**config.mk**
```make
export PLATFORM = sky130hd
export DESIGN_NAME = fifo_ctrl
export DESIGN_NICKNAME = d
export VERILOG_FILES = /design/src/rtl/fifo_ctrl.sv
export SDC_FILE = /design/constraint.sdc
export NUM_CORES = 1
export LEC_CHECK = 0
export CAP_MARGIN = 20
export CORE_MARGIN = 5
export CORE_UTILIZATION = 39
export CTS_CLUSTER_DIAMETER = 40
export CTS_CLUSTER_SIZE = 16
export DETAILED_ROUTE_END_ITERATION = 10
export GPL_ROUTABILITY_DRIVEN = 0
export PLACE_DENSITY_LB_ADDON = 0.15
export SLEW_MARGIN = 20
export SYNTH_ARGS = -nofsm -noshare
export SYNTH_HDL_FRONTEND = slang
export SYNTH_SLANG_ARGS = --single-unit
```
**constraint.sdc**
```tcl
create_clock -name clk -period 2.4 [get_ports clk]
set_input_delay 0.24 -clock clk [delete_from_list [all_inputs] [get_ports clk]]
set_output_delay 0.24 -clock clk [all_outputs]
set_load 0.1 [all_outputs]
```
**src/rtl/fifo_ctrl.sv**
```systemverilog
// FIFO control-path state register plus head/tail/occupancy datapath.
// Registers the next state from fifo_ns and decodes register-file strobes and status flags.
module fifo_ctrl #(
  parameter int ADDR_W = 3
) (
  input  logic              clk,
  input  logic              reset_n,
  input  logic [2:0]        next_state,
  output logic [2:0]        state,
  output logic [ADDR_W:0]   data_count,
  output logic [ADDR_W-1:0] head,
  output logic [ADDR_W-1:0] tail,
  output logic              we,
  output logic              re,
  output logic              full,
  output logic              empty,
  output logic              wr_ack,
  output logic              wr_err,
  output logic              rd_ack,
  output logic              rd_err
);

  typedef enum logic [2:0] {
    INIT     = 3'b000,
    WRITE    = 3'b001,
    READ     = 3'b010,
    WR_ERROR = 3'b101,
    RD_ERROR = 3'b110,
    NO_OP    = 3'b111
  } state_e;

  localparam logic [ADDR_W:0] DEPTH = (ADDR_W+1)'(2**ADDR_W);

  logic do_write;
  logic do_read;

  // Decoded from registered state/count only, so fifo_ns sees no combinational loop.
  assign full     = (data_count == DEPTH);
  assign empty    = (data_count == '0);
  assign do_write = (state == WRITE) & ~full;
  assign do_read  = (state == READ) & ~empty;

  assign we     = do_write;
  assign wr_ack = do_write;
  assign re     = do_read;
  assign rd_ack = do_read;
  assign wr_err = (state == WR_ERROR);
  assign rd_err = (state == RD_ERROR);

  // Illegal codes 011/100 are stored verbatim; they decode to no action, exactly like NO_OP.
  always_ff @(posedge clk or negedge reset_n) begin
    if (!reset_n) begin
      state      <= INIT;
      head       <= '0;
      tail       <= '0;
      data_count <= '0;
    end else begin
      // NOTE: non-blocking assignments keep every register reading pre-edge values,
      // so the pointer update below uses the state that was current this cycle.
      state <= next_state;
      if (do_write) begin
        tail       <= tail + ADDR_W'(1);
        data_count <= data_count + (ADDR_W+1)'(1);
      end else if (do_read) begin
        head       <= head + ADDR_W'(1);
        data_count <= data_count - (ADDR_W+1)'(1);
      end
    end
  end

endmodule
```
==> flow_summary.yaml, run 1 <==
final_layout:
  finalNonFillerCells: 123
  fillCellCount: 149
  diodes: 0
  sequential_cell_area_sq_um: 343
  final_layout_size_suffix_gt1_share_pct: 42.9
  nNetsFinal: 109
  final_core_utilization_pct: 62.2
  multi_input_area_sq_um: 389
  area_growth_syn_to_layout_pct: 49.7
outcome:
  status: "complete, no violations"
logic_synthesis:
  synthMostInstantiatedCell: "dfrtp_1"
  synth_common_cells: "13 x dfrtp_1, 7 x nand2_1, 7 x nor2_1"
  postSynthRegisterBits: 13
  number_of_distinct_library_cell_variants_in_the_gate_level_netlist_after_synthesis: 32
  synth.yosys.seq_area_share_pct: 44.9
  synth_enable_flop_cells: 0
  yosysWarningCount: 0
  syn-cell-area_sq_um: 724
  netlist_top_cells_area: "dfrtp_1 45%, ha_1 6.9%, xnor2_1 4.8%"
  share_of_synthesized_flip_flops_with_an_asynchronous_set_or_reset_pct: 100
  synth_nets: 77
  flip_flop_cell_with_the_highest_count_after_synthesis: "dfrtp_1"
  netlist_instances: 67
  synthesis.area_per_instance_sq_um: 10.8
  netlist.area_leader.share_pct: 44.9
  yosys.area.top_type: "dfrtp_1"
drt:
  drt_first_pass_iters: 4
  drc_errors: 0
  detailroute.via_count: 624
  detail_route.wl_per_cell_microns: 13.7
  vias_per_cell: 5.07
  detail-route-antenna-nets: 0
  drt_iter0_drc: 6
  drt-total-wl_microns: 1690
timing:
  timing.final.crit_period_ns: 2.26
  unrepaired_setup_endpoints_after_global_routing: "no"
  post-route-period-util_pct: 94.1
  hold_violations: 0
  report.final.setup_viol: 0
  max_slew_margin_pct: 55.7
  max_freq_mhz: 443
  worst_slew_pin_slew_ns: 0.661
  final-max-slew-violation-count: 0
  timing.clock.skew_ns: 0.00235
worst_setup_path:
  kind_of_cell_adding_the_most_delay_to_the_critical_path: "simple AND/OR/NAND/NOR gates"
  worst_ep_arrival_time_ns: 2.43
  critPathKind: "register to register"
  cp.buffers_inverters: 0
  start_kind: "register"
  end_kind: "register"
  critPathLaunch: "state[1]"
  reg2reg_setup_slack_ns: 0.14
  timing.critical_path.fanout_max: 4
  crit_cells: 7
  regToRegEndpoint: "data_count[3]"
  path_cells: "nand2b_1 -> or3_4 -> ha_1 -> a21o_1 -> a21oi_1 -> or4_1 -> a32o_1"
  crit_path_end: "data_count[3]"
  critical-path-slowest-cell: "dfrtp_2"
  rr_worst_depth: 7
  cp_data_required_time_ns: 2.57
  crit_path_max_incr_delay_ns: 0.43
  r2r_start: "state[1]"
place:
  numPortBuffers: 25
  hpwl_microns: 1330
  place.detailed.instances: 119
cts:
  cts_made_buffers: 3
  clockBufferDepth: 2
  clk_transition_reported_paths_ns: 0.08
  clock-root-buffer: "clkbuf_4"
  clock_insertion_delay_worst_skew_ns: 0.28
  cts-hold-fix-buffers: 0
  cts_sink_count: 13
  tritoncts_clock_tree: "built"
  htree_levels: 1
die:
  io-pin-count: 26
  dieArea_sq_um: 2820
  die_width_microns: 53.1
  core.rowCount: 15
  core_region_area_sq_um: 1750
  die-height_microns: 53.1
  floorplan.initialDensity_pct: 41.5
grt:
  antenna_found_initial: 0
  grt_pass1_vias: 622
  pin_count_of_the_biggest_net_entering_global_routing: 14
  grt_pass1_wl_microns: 2830
  track_usage_pct: 14.1
  grt_remaining_overflow: 0
job:
  cap_viol_max_count: 0
worst_hold_path:
  holdCritPathClass: "input port to asynchronous set/reset pin"
[sequential cells by signal, summed over array words and instances (netlist names)]
signal / cells
head: 3
data_count: 4
tail: 3
state: 3
[routing by layer]
metal	vias to the layer above	track usage, %	share of wire (%)
met5	-	0	0
met3	4	5.92	9.8
met1	289	16.5	42
li1	304	-	-
met4	0	3.83	1.4
met2	27	23.3	46
[how the worst min path moves through the flow]
stage	start	end	slack [ns]	cells past startpoint
2_1_floorplan	reset_n	head[0]	-0.06	0
4_1_cts	reset_n	data_count[3]	0.35	1
3_3_place_gp	tail[2]	tail[2]	0.46	1
6_report	reset_n	data_count[1]	0.33	1
3_5_place_dp	tail[2]	tail[2]	0.46	1
5_1_grt	reset_n	data_count[1]	0.38	1
[cell families (layout without fill, tap and decap cells)]
family / count (synthesis) / count (layout) / synth area share [%]
multiplexers: 1 / 1 / 1.55
flip-flops: 13 / 13 / 44.9
adder cells (fa/ha/maj): 5 / 5 / 9.67
XOR/XNOR: 6 / 6 / 7.25
buffers and inverters: 5 / 36 / 5.01
AND/OR/NAND/NOR: 24 / 24 / 18.7
AO/OA/AOI/OAI: 13 / 13 / 13.0
[cell type report]
class	count	area share [%]
Timing Repair Buffer	30	26.3
Tap cell	25	2.88
Inverter	2	0.923
Clock buffer	4	2.42
Multi-Input combinational cell	49	35.9
Sequential cell	13	31.6
[timing repair]
action,4_1_cts,5_1_grt
endpoints found under the setup margin,0,1
gates resized for setup,0,2
buffers inserted,0,0
[through the flow]
step | cell area (sq um) | hold slack (ns) | worst slack [ns] | TNS (ns)
floorplan | 774 | -0.0556 | -0.892 | -6.58
global placement | 1050 | 0.459 | 0.178 | 0
detailed placement | 1050 | 0.463 | 0.119 | 0
CTS | 1080 | 0.353 | 0.0999 | 0
global route | 1080 | 0.377 | 0.0413 | 0
finish | 1080 | 0.330 | 0.143 | 0
[cells in the final DEF, fill, tap and decap left out, types with 2 or more instances in the layout]
| cell type | Yosys | routed |
|---|---|---|
| a21oi_1 | 2 | 2 |
| buf_12 | 0 | 4 |
| buf_4 | 2 | 22 |
| clkbuf_4 | 0 | 3 |
| clkdlybuf4s50_1 | 0 | 4 |
| dfrtp_1 | 13 | 7 |
| dfrtp_2 | 0 | 2 |
| dfrtp_4 | 0 | 4 |
| ha_1 | 4 | 4 |
| nand2_1 | 7 | 7 |
| nand2b_1 | 2 | 2 |
| nor2_1 | 7 | 6 |
| o21ai_0 | 2 | 2 |
| xnor2_1 | 4 | 4 |
| xor2_1 | 2 | 2 |
Power of run 1 is left out: the tool's default activity adds up to more than one toggle a clock period on the data nets, which glitch-free logic cannot reach.
==> run 2, diff against run 1 <==
--- a/config.mk
+++ b/config.mk
@@ -9,7 +9,6 @@
 export CORE_MARGIN = 5
 export CORE_UTILIZATION = 39
 export CTS_CLUSTER_DIAMETER = 40
-export CTS_CLUSTER_SIZE = 16
 export DETAILED_ROUTE_END_ITERATION = 10
 export GPL_ROUTABILITY_DRIVEN = 0
 export PLACE_DENSITY_LB_ADDON = 0.15
==> results of run 2 <==
Same layout as run 1: the final DEF is identical, and so are final timing and power.
Power of run 2 is left out for the same reason.
==> run 3, diff against run 2 <==
--- a/config.mk
+++ b/config.mk
@@ -5,7 +5,6 @@
 export SDC_FILE = /design/constraint.sdc
 export NUM_CORES = 1
 export LEC_CHECK = 0
-export CAP_MARGIN = 20
 export CORE_MARGIN = 5
 export CORE_UTILIZATION = 39
 export CTS_CLUSTER_DIAMETER = 40
==> results of run 3 <==
Same layout as run 1: the final DEF is identical, and so are final timing and power.
Power of run 3 is left out for the same reason.
